`src/rtl/rv32i_types.sv`:
```
// Shared RV32I core types: the branch-queue resolution bus and arbiter defaults.
package rv32i_types;

    // log2 of the branch queue depth; bq_id width follows it.
    localparam int BQ_DEPTH_BITS   = 3;

    // Default number of branch-resolution sources feeding the branch queue.
    localparam int BQ_RESOLVE_NREQ = 2;

    // Resolution write into the branch queue. ready=1 marks a valid write.
    typedef struct packed {
        logic                     ready;
        logic [BQ_DEPTH_BITS-1:0] bq_id;
        logic                     branch_taken;
        logic [31:0]              branch_target;
    } bq_bus_t;

endpackage

```
`src/rtl/bq_age_picker.sv`:
```
// Combinational oldest-first picker with round-robin tie-break among equal ages.
module bq_age_picker #(
    parameter int NREQ       = 2,
    parameter int DEPTH_BITS = 3,
    parameter int PTR_W      = $clog2(NREQ)
) (
    input  logic [NREQ-1:0]                 cand,
    input  logic [NREQ-1:0][DEPTH_BITS-1:0] ages,
    input  logic [PTR_W-1:0]                rr_ptr,
    output logic [NREQ-1:0]                 grant,
    output logic [PTR_W-1:0]                win_idx
);

    logic                  found;
    logic [DEPTH_BITS-1:0] best_age;

    // Scan from rr_ptr upward; a strict less-than keeps the first hit among equal ages.
    always_comb begin
        found    = 1'b0;
        best_age = '0;
        win_idx  = '0;
        grant    = '0;
        for (int k = 0; k < NREQ; k++) begin
            int idx;
            idx = int'(rr_ptr) + k;
            if (idx >= NREQ) idx = idx - NREQ;
            if (cand[idx] && (!found || (ages[idx] < best_age))) begin
                found    = 1'b1;
                best_age = ages[idx];
                win_idx  = PTR_W'(idx);
            end
        end
        if (found) grant[win_idx] = 1'b1;
    end

endmodule

```
`src/rtl/bq_resolve_arbiter.sv`:
```
// Arbitrates branch-resolution sources onto the single branch-queue write port.
// Each source owns a one-entry slot; the oldest live slot (distance from tail)
// wins each cycle and is written to a registered bus. Stale slots are dropped.
//
// Handshake: slot i loads at a clock edge where req_valid[i] && req_ready[i];
// req_ready never depends on req_valid, and a source must hold req_data stable
// while req_valid is high and req_ready is low.
module bq_resolve_arbiter
    import rv32i_types::*;
#(
    parameter int NREQ       = BQ_RESOLVE_NREQ,
    parameter int DEPTH_BITS = BQ_DEPTH_BITS
) (
    input  logic                  clk,
    input  logic                  rst,
    input  logic [NREQ-1:0]       req_valid,
    input  bq_bus_t [NREQ-1:0]    req_data,
    output logic [NREQ-1:0]       req_ready,
    input  logic [DEPTH_BITS-1:0] tail_addr,
    input  logic [DEPTH_BITS:0]   elemcount,
    input  logic                  flush,
    output bq_bus_t               bus,
    output logic [7:0]            drop_count
);

    localparam int PTR_W = $clog2(NREQ);

    logic [NREQ-1:0]    slot_v_q, slot_v_d;
    bq_bus_t [NREQ-1:0] slot_d_q, slot_d_d;
    logic [PTR_W-1:0]   rr_ptr_q, rr_ptr_d;
    bq_bus_t            bus_q, bus_d;
    logic [7:0]         drop_count_q, drop_count_d;

    logic [NREQ-1:0][DEPTH_BITS-1:0] age;
    logic [NREQ-1:0]                 stale;
    logic [NREQ-1:0]                 cand;
    logic [NREQ-1:0]                 grant;
    logic [PTR_W-1:0]                win_idx;
    logic                            any_grant;

    // Age relative to the queue tail (wraps mod depth); slots beyond occupancy are stale.
    always_comb begin
        for (int i = 0; i < NREQ; i++) begin
            age[i]   = DEPTH_BITS'(slot_d_q[i].bq_id) - tail_addr;
            stale[i] = slot_v_q[i] & ({1'b0, age[i]} >= elemcount);
        end
        cand      = slot_v_q & ~stale;
        any_grant = |cand;
    end

    bq_age_picker #(
        .NREQ       (NREQ),
        .DEPTH_BITS (DEPTH_BITS),
        .PTR_W      (PTR_W)
    ) u_picker (
        .cand    (cand),
        .ages    (age),
        .rr_ptr  (rr_ptr_q),
        .grant   (grant),
        .win_idx (win_idx)
    );

    // A slot can take a new request when it is empty or is being vacated this cycle.
    always_comb begin
        for (int i = 0; i < NREQ; i++) begin
            req_ready[i] = !flush & (!slot_v_q[i] | grant[i] | stale[i]);
        end
    end

    // Next state for slots, bus, round-robin pointer and the drop counter.
    always_comb begin
        int   n_stale;
        logic [8:0] drop_sum;
        slot_v_d     = slot_v_q;
        slot_d_d     = slot_d_q;
        rr_ptr_d     = rr_ptr_q;
        bus_d        = bus_q;
        bus_d.ready  = 1'b0;
        drop_count_d = drop_count_q;
        n_stale      = 0;
        drop_sum     = '0;
        if (flush) begin
            slot_v_d = '0;
        end else begin
            for (int i = 0; i < NREQ; i++) begin
                if (stale[i]) n_stale = n_stale + 1;
                if (req_valid[i] && req_ready[i]) begin
                    slot_v_d[i] = 1'b1;
                    slot_d_d[i] = req_data[i];
                end else if (grant[i] || stale[i]) begin
                    slot_v_d[i] = 1'b0;
                end
            end
            if (any_grant) begin
                bus_d       = slot_d_q[win_idx];
                bus_d.ready = 1'b1;
                rr_ptr_d    = (win_idx == PTR_W'(NREQ - 1)) ? '0 : win_idx + 1'b1;
            end
            drop_sum = {1'b0, drop_count_q} + 9'(n_stale);
            drop_count_d = (drop_sum > 9'd255) ? 8'd255 : drop_sum[7:0];
        end
    end

    // State registers; reset clears everything asynchronously.
    always_ff @(posedge clk or negedge rst) begin
        if (!rst) begin
            slot_v_q     <= '0;
            slot_d_q     <= '0;
            rr_ptr_q     <= '0;
            bus_q        <= '0;
            drop_count_q <= '0;
        end else begin
            slot_v_q     <= slot_v_d;
            slot_d_q     <= slot_d_d;
            rr_ptr_q     <= rr_ptr_d;
            bus_q        <= bus_d;
            drop_count_q <= drop_count_d;
        end
    end

    assign bus        = bus_q;
    assign drop_count = drop_count_q;

endmodule

```
`config.mk`:
```
export PLATFORM = sky130hd
export DESIGN_NAME = bq_resolve_arbiter
export DESIGN_NICKNAME = d
export VERILOG_FILES = /design/src/rtl/rv32i_types.sv /design/src/rtl/bq_age_picker.sv /design/src/rtl/bq_resolve_arbiter.sv
export SDC_FILE = /design/constraint.sdc
export NUM_CORES = 1
export LEC_CHECK = 0
export CORE_MARGIN = 3
export CORE_UTILIZATION = 49
export DETAILED_ROUTE_END_ITERATION = 10
export DONT_BUFFER_PORTS = 1
export GPL_TIMING_DRIVEN = 0
export PLACE_DENSITY = 0.73
export SLEW_MARGIN = 5
export SYNTH_ARGS = -nofsm -noshare
export SYNTH_HDL_FRONTEND = slang
export SYNTH_SLANG_ARGS = --single-unit
```
`constraint.sdc`:
```
create_clock -name clk -period 5.4 [get_ports clk]
set_input_delay 1.35 -clock clk [delete_from_list [all_inputs] [get_ports clk]]
set_output_delay 1.35 -clock clk [all_outputs]
set_load 0.005 [all_outputs]
```
==> results of run 1 <==
## path summary, 6_finish.rpt
check	from	end	slack (ns)
max in group asynchronous	rst	bus[2]	4.62
min	slot_d_q[69]	slot_d_q[69]	0.50
max	tail_addr[0]	req_ready[0]	-0.10
min in group asynchronous	rst	slot_d_q[54]	0.64
max reg2reg	slot_d_q[70]	bus[30]	0.97
min reg2reg	slot_d_q[69]	slot_d_q[69]	0.50
## critical path: cells and delay by family
kind	cells	cell delay [ns]
AOI/OAI and AO/OA	5	0.85
xor gates and xnor gates	1	0.16
adders and majority gates	4	1.07
buffers and inverters	1	0.03
and+or+nand+nor	5	0.67
## power by group through the flow
stage | combinational (W) | sequential [W] | clock (W)
finish | 0.000973 | 0.00135 | 0.00119
global placement | 0.000742 | 0.00136 | 0
detailed placement | 0.000781 | 0.00136 | 0
CTS | 0.000883 | 0.00135 | 0.00120
global route | 0.00105 | 0.00138 | 0.00124
floorplan | 0.000667 | 0.00129 | 0
## routing by layer
metal	wire length [um]	share of wire (%)	track usage [%]	vias to the layer above
met4	262	2.0	7.53	2
met5	13	0.10	0	-
met2	6360	50	32.8	105
li1	-	-	-	1494
met3	891	6.9	7.98	20
met1	5300	41	25.9	1763
## registers in the layout, indices dropped and copies added (netlist names)
register and flops:
drop_count 8, slot_v_q 2, slot_d_q 72, bus 37
rr_ptr_q 1
## cells in the final DEF, fill, tap and decap left out, drive strengths merged, types with 3 or more instances in the layout
cell,Yosys,layout
nand2,10,10
clkinv,1,6
mux2,73,73
clkinvlp,0,3
or2,37,37
nor3,3,3
buf,15,28
o21a,4,4
ha,13,13
o21ai,7,7
bufinv,0,4
nor3b,3,3
inv,11,12
clkbuf,4,23
xnor2,4,4
dfrtp,120,120
nand2b,3,3
nor2,10,10
a21oi,12,12
a21o,5,5
fa,3,3
o221a,36,36
## per-stage QoR
| stage | TNS (ns) | setup slack (ns) | cells | utilization [%] | hold WS [ns] |
|---|---|---|---|---|---|
| floorplan | 0 | 0.0240 | 391 | - | 0.465 |
| global placement | -0.475 | -0.244 | 531 | 52.4 | 0.475 |
| detailed placement | -0.627 | -0.322 | 531 | 52.4 | 0.491 |
| CTS | -0.00465 | -0.00465 | 574 | 59.7 | 0.507 |
| global route | -0.369 | -0.186 | 576 | 60.8 | 0.524 |
| finish | -0.182 | -0.102 | 576 | 60.8 | 0.501 |
## area by class of cell
cell class	instances	area, um^2
clock inverters	13	176
clock buffers	19	443
plain buffers	19	161
multi-input cells	240	2540
inverters	12	45.0
well taps	140	175
flip-flops and latches	120	3000
repair buffers	13	101
fillers	830	4290
## timing repair
action | 4_1_cts | 5_1_grt
buffers inserted | 11 | 2
setup endpoints to repair | 2 | 2
resized for setup | 17 | 17
hold buffers | 0 | 0
pin swaps | 19 | 11
endpoints found under the hold margin | 0 | 0
## cell families after synthesis
logic type                 after synthesis  share of synthesized area [%]
DFF                                    120                           54.4
AOI/OAI and AO/OA                       73                           12.6
muxes                                   73                           16.9
and+or+nand+nor                         72                           7.41
buffers and inverters                   31                           3.74
adders and majority gates               16                           4.03
xor gates and xnor gates                 6                          0.951
==> impl_metrics.env, run 1 <==
export IMPL_grt_pass1_vias=3754
export IMPL_critical_path_max_stage_delay_ns=0.39
export IMPL_fin_skew_ns=0.00601
export IMPL_track_usage_pct=20.7
export IMPL_crit_type="input pin to output pin"
export IMPL_grt_pass1_wl_mm=20.2
export IMPL_num_antenna_cells=0
export IMPL_synth_top_area_share_pct=54.4
export IMPL_layout_drive_gt1_share_pct=54.6
export IMPL_power_frac_seq_pct=38.5
export IMPL_syn2layout_area_growth_pct=20.4
export IMPL_die_width_um=112
export IMPL_route_final_wire_length_mm=12.8
export IMPL_core_area_um2=10900
export IMPL_cpMaxStageDelayCell="fa_2"
export IMPL_synthArstFlopShare_pct=100
export IMPL_power_w=0.00351
export IMPL_clock_sinks=120
export IMPL_setup_ws_ns=-0.102
export IMPL_status="finished, violations left"
export IMPL_die_h_um=112
export IMPL_synth_top_cell_by_area="dfrtp_1"
export IMPL_cts_buffer_depth=2
export IMPL_fmax_ghz=0.182
export IMPL_syn_inst=391
export IMPL_cts_made_buffers=17
export IMPL_root_buffer="clkbuf_16"
export IMPL_synth_avg_cell_area_um2=14.1
export IMPL_setup_viol=2
export IMPL_cp_arrival_ns=4.15
export IMPL_drt_initial_drc_count=206
export IMPL_leakagePower_nw=2.84
export IMPL_ir_drop_uv=281
export IMPL_powerDensity_nw_per_um2=528
export IMPL_syn_nets=493
export IMPL_worstHoldPathCells=1
export IMPL_cts_clk_slew_worst_paths_ns=0.05
export IMPL_start_util_pct=50.5
export IMPL_cp_required_ns=4.05
export IMPL_violations="negative setup slack"
export IMPL_portBuffers=0
export IMPL_cts_tree="done"
export IMPL_maxSlewHeadroom_pct=61.8
export IMPL_worst_setup_path_end_kind="output pin"
export IMPL_ios=133
export IMPL_syn_area_um2=5520
export IMPL_p_switching_w=0.000995
export IMPL_clock_latency_ns=0.41
export IMPL_wl_per_cell_um=22.3
export IMPL_final_hold_viol_count=0
export IMPL_cp_start_kind="input pin"
export IMPL_nNetsFinal=525
export IMPL_place_area_um2=5730
export IMPL_postRouteAntennaNets=0
export IMPL_slew_viol_final=0
export IMPL_viasPerCell=5.88
export IMPL_drt_pass1_iter_count=4
export IMPL_p_int_w=0.00251
export IMPL_ys_warn_count=0
export IMPL_synth_edf_count=0
export IMPL_dp_hpwl_mm=8.22
export IMPL_sw_frac_of_total_pct=28.4
export IMPL_fp_row_count=38
export IMPL_yosysUniqueCellTypes=43
export IMPL_path_max_fanout=2
export IMPL_ys_ff_latch=120
export IMPL_worstHoldPathType="flop to flop"
export IMPL_ys_top_cells_by_count="dfrtp_1, mux2_2, or2_2"
export IMPL_synth_most_common_cell="dfrtp_1"
export IMPL_synth_main_ff_cell="dfrtp_1"
export IMPL_grt_antenna_before_repair=2
export IMPL_drc=0
export IMPL_grt_max_degree=121
export IMPL_seq_area_frac_synth_pct=54.4
export IMPL_fin_area_um2=6650
export IMPL_yosys_top_cells_area="dfrtp_1, mux2_2, mux2_4, o221a_2, or2_2"
export IMPL_min_period_ns=5.50
export IMPL_rsz0062_at_grt="true"
export IMPL_vias=3384
export IMPL_dieArea_um2=12600
export IMPL_combPwrFrac_pct=27.7
export IMPL_worst_pin_slew_ns=0.573
export IMPL_maxCapViolations=0
export IMPL_pwr_share_clk_pct=33.8
export IMPL_gr_total_overflow=0
export IMPL_min_period_over_period_pct=102
export IMPL_r2r_cells=19
export IMPL_htree_levels=4
export IMPL_path_cells="ha_4, inv_2, fa_2, xnor2_4, ha_4, nor2_1, o21a_1, or2_4, a31oi_1, ha_1, nand2_2, a21oi_2, a2111oi_4, a21oi_2, nor2_2, nor2_1"
export IMPL_finalWeightedCongestion=0.857
No activity file was read; power rests on OpenSTA's default activity.
==> run 2: changes to the inputs <==
--- a/config.mk
+++ b/config.mk
@@ -5,8 +5,10 @@
 export SDC_FILE = /design/constraint.sdc
 export NUM_CORES = 1
 export LEC_CHECK = 0
+export CAP_MARGIN = 20
 export CORE_MARGIN = 3
 export CORE_UTILIZATION = 49
+export CTS_BUF_LIST = sky130_fd_sc_hd__clkbuf_16
 export DETAILED_ROUTE_END_ITERATION = 10
 export DONT_BUFFER_PORTS = 1
 export GPL_TIMING_DRIVEN = 0
==> impl_metrics.env, run 2 (synthesis gave the netlist of run 1 again) <==
export IMPL_portBuffers=0
export IMPL_vias=3383
export IMPL_gr_total_overflow=0
export IMPL_maxCapViolations=0
export IMPL_post_place_ws_ns=-0.322
export IMPL_crit_type="input pin to output pin"
export IMPL_setup_viol=2
export IMPL_cts_clk_slew_worst_paths_ns=0.05
export IMPL_wl_per_cell_um=22.3
export IMPL_multi_input_area_um2=2540
export IMPL_syn2layout_area_growth_pct=20.2
export IMPL_min_period_over_period_pct=102
export IMPL_path_max_fanout=2
export IMPL_ctsHoldBuffers=0
export IMPL_critical_path_max_stage_delay_ns=0.39
export IMPL_min_period_ns=5.50
export IMPL_cp_num_buf_inv=1
export IMPL_violations="negative setup slack"
export IMPL_start_util_pct=50.5
export IMPL_die_h_um=112
export IMPL_fin_hold_ws_ns=0.501
export IMPL_fill_cells=832
export IMPL_worst_setup_path_end_kind="output pin"
export IMPL_maxSlewHeadroom_pct=61.8
export IMPL_route_final_wire_length_mm=12.8
export IMPL_cp_start_kind="input pin"
export IMPL_top_register="slot_d_q"
export IMPL_place_inst=531
export IMPL_grt_pass1_vias=3754
export IMPL_drt_pass1_iter_count=4
export IMPL_cpMaxStageDelayCell="fa_2"
export IMPL_layout_drive_gt1_share_pct=54.4
export IMPL_grt_pass1_wl_mm=20.2
export IMPL_worstHoldPathCells=1
export IMPL_dieArea_um2=12600
export IMPL_postRouteAntennaNets=0
export IMPL_grt_max_degree=121
export IMPL_worst_pin_slew_ns=0.573
export IMPL_cts_tree="done"
export IMPL_finalWeightedCongestion=0.857
export IMPL_rsz0062_at_grt="true"
export IMPL_r2r_cells=19
export IMPL_cpLargestDelayFamily="adder cells"
export IMPL_fmax_ghz=0.182
export IMPL_cts_made_buffers=17
export IMPL_ios=133
export IMPL_leakagePower_nw=2.84
export IMPL_ir_drop_uv=256
export IMPL_slew_viol_final=0
export IMPL_drt_initial_drc_count=206
export IMPL_final_cell_count_no_fill=576
export IMPL_num_antenna_cells=0
export IMPL_cp_arrival_ns=4.15
export IMPL_core_area_um2=10900
export IMPL_final_hold_viol_count=0
export IMPL_clock_sinks=120
export IMPL_setup_ws_ns=-0.102
export IMPL_nNetsFinal=525
export IMPL_path_cells="ha_4, inv_2, fa_2, xnor2_4, ha_4, nor2_1, o21a_1, or2_4, a31oi_1, ha_1, nand2_2, a21oi_2, a2111oi_4, a21oi_2, nor2_2, nor2_1"
export IMPL_status="finished, violations left"
export IMPL_fp_row_count=38
export IMPL_critical_path_cell_count=16
export IMPL_viasPerCell=5.87
export IMPL_regArea_um2=3000
export IMPL_root_buffer="clkbuf_16"
export IMPL_clock_latency_ns=0.41
export IMPL_die_width_um=112
export IMPL_drc=0
export IMPL_grt_antenna_before_repair=2
export IMPL_mostFrequentLayoutCells="dfrtp_1, mux2_2, or2_2, o221a_2, mux2_4"
export IMPL_worstHoldPathType="flop to flop"
export IMPL_powerDensity_nw_per_um2=526
export IMPL_final_common_cell="dfrtp_1"
export IMPL_htree_levels=4
export IMPL_track_usage_pct=20.7
export IMPL_cts_buffer_depth=2
export IMPL_largest_reg_flops=72
export IMPL_cp_required_ns=4.05
export IMPL_dp_hpwl_mm=8.22
export IMPL_fin_skew_ns=0.00535
[run 2: cell count changes in the layout (fill, tap and decap cells not counted)]
cell / change
clkbuf_1: -1
clkbuf_8: -1
clkinv_1: +1
inv_1: +1
[run 2: cell type report]
cell class,instances,share of cell area (%)
flip-flops and latches,120,45.2
plain buffers,19,2.43
repair buffers,13,1.53
inverters,12,0.678
well taps,140,2.64
clock buffers,17,6.41
multi-input cells,240,38.3
clock inverters,15,2.77
[run 2: power breakdown]
group	total, W	internal, W	switching [W]
Clock	0.00117	0.000764	0.000403
Combinational	0.000973	0.000579	0.000394
Sequential	0.00135	0.00115	0.000196
Total	0.00349	0.00250	0.000993
[run 2: per-layer routing]
layer / global-route usage [%] / wire length [um] / share of wire, % / up-vias
met3: 7.98 / 912 / 7.1 / 20
met4: 7.53 / 262 / 2.0 / 2
li1: - / - / - / 1494
met1: 25.9 / 5270 / 41 / 1758
met2: 32.8 / 6360 / 50 / 109
met5: 0 / 13 / 0.10 / -
[run 2: repair_timing]
action	in CTS	in global routing
resized for setup	17	17
setup buffers	11	2
hold endpoints to repair	0	0
setup endpoints to repair	2	2
pin swaps	19	11
[run 2: path summary, 6_finish.rpt]
check	slack (ns)	startpoint	end
setup / recovery	-0.10	tail_addr[0]	req_ready[0]
setup reg to reg	0.97	slot_d_q[70]	bus[30]
hold reg to reg	0.50	slot_d_q[69]	slot_d_q[69]
min in group asynchronous	0.64	rst	slot_d_q[54]
max in group asynchronous	4.62	rst	bus[2]
hold / removal	0.50	slot_d_q[69]	slot_d_q[69]
[run 2: worst register-to-register path, stage by stage, from the launching register on]
cell	delay [ns]
dfrtp_1	0.41
inv_1	0.12
ha_4	0.14
inv_2	0.03
fa_2	0.39
xnor2_4	0.16
ha_4	0.30
nor2_1	0.04
o21a_1	0.21
or2_4	0.27
a31oi_1	0.19
ha_1	0.28
nand2_2	0.10
a21oi_2	0.05
a2111oi_4	0.32
a21oi_2	0.08
buf_4	0.18
o211ai_2	0.46
buf_2	0.38
o221a_2	0.25
[run 2: stage by stage]
step | setup TNS (ns) | utilization [%] | cell area [um^2] | total power, W
2_1_floorplan | 0 | - | 5560 | 0.00196
3_3_place_gp | -0.475 | 52.4 | 5730 | 0.00210
3_5_place_dp | -0.627 | 52.4 | 5730 | 0.00214
4_1_cts | -0.00465 | 59.7 | 6520 | 0.00342
5_1_grt | -0.369 | 60.7 | 6640 | 0.00366
6_report | -0.182 | 60.7 | 6640 | 0.00349
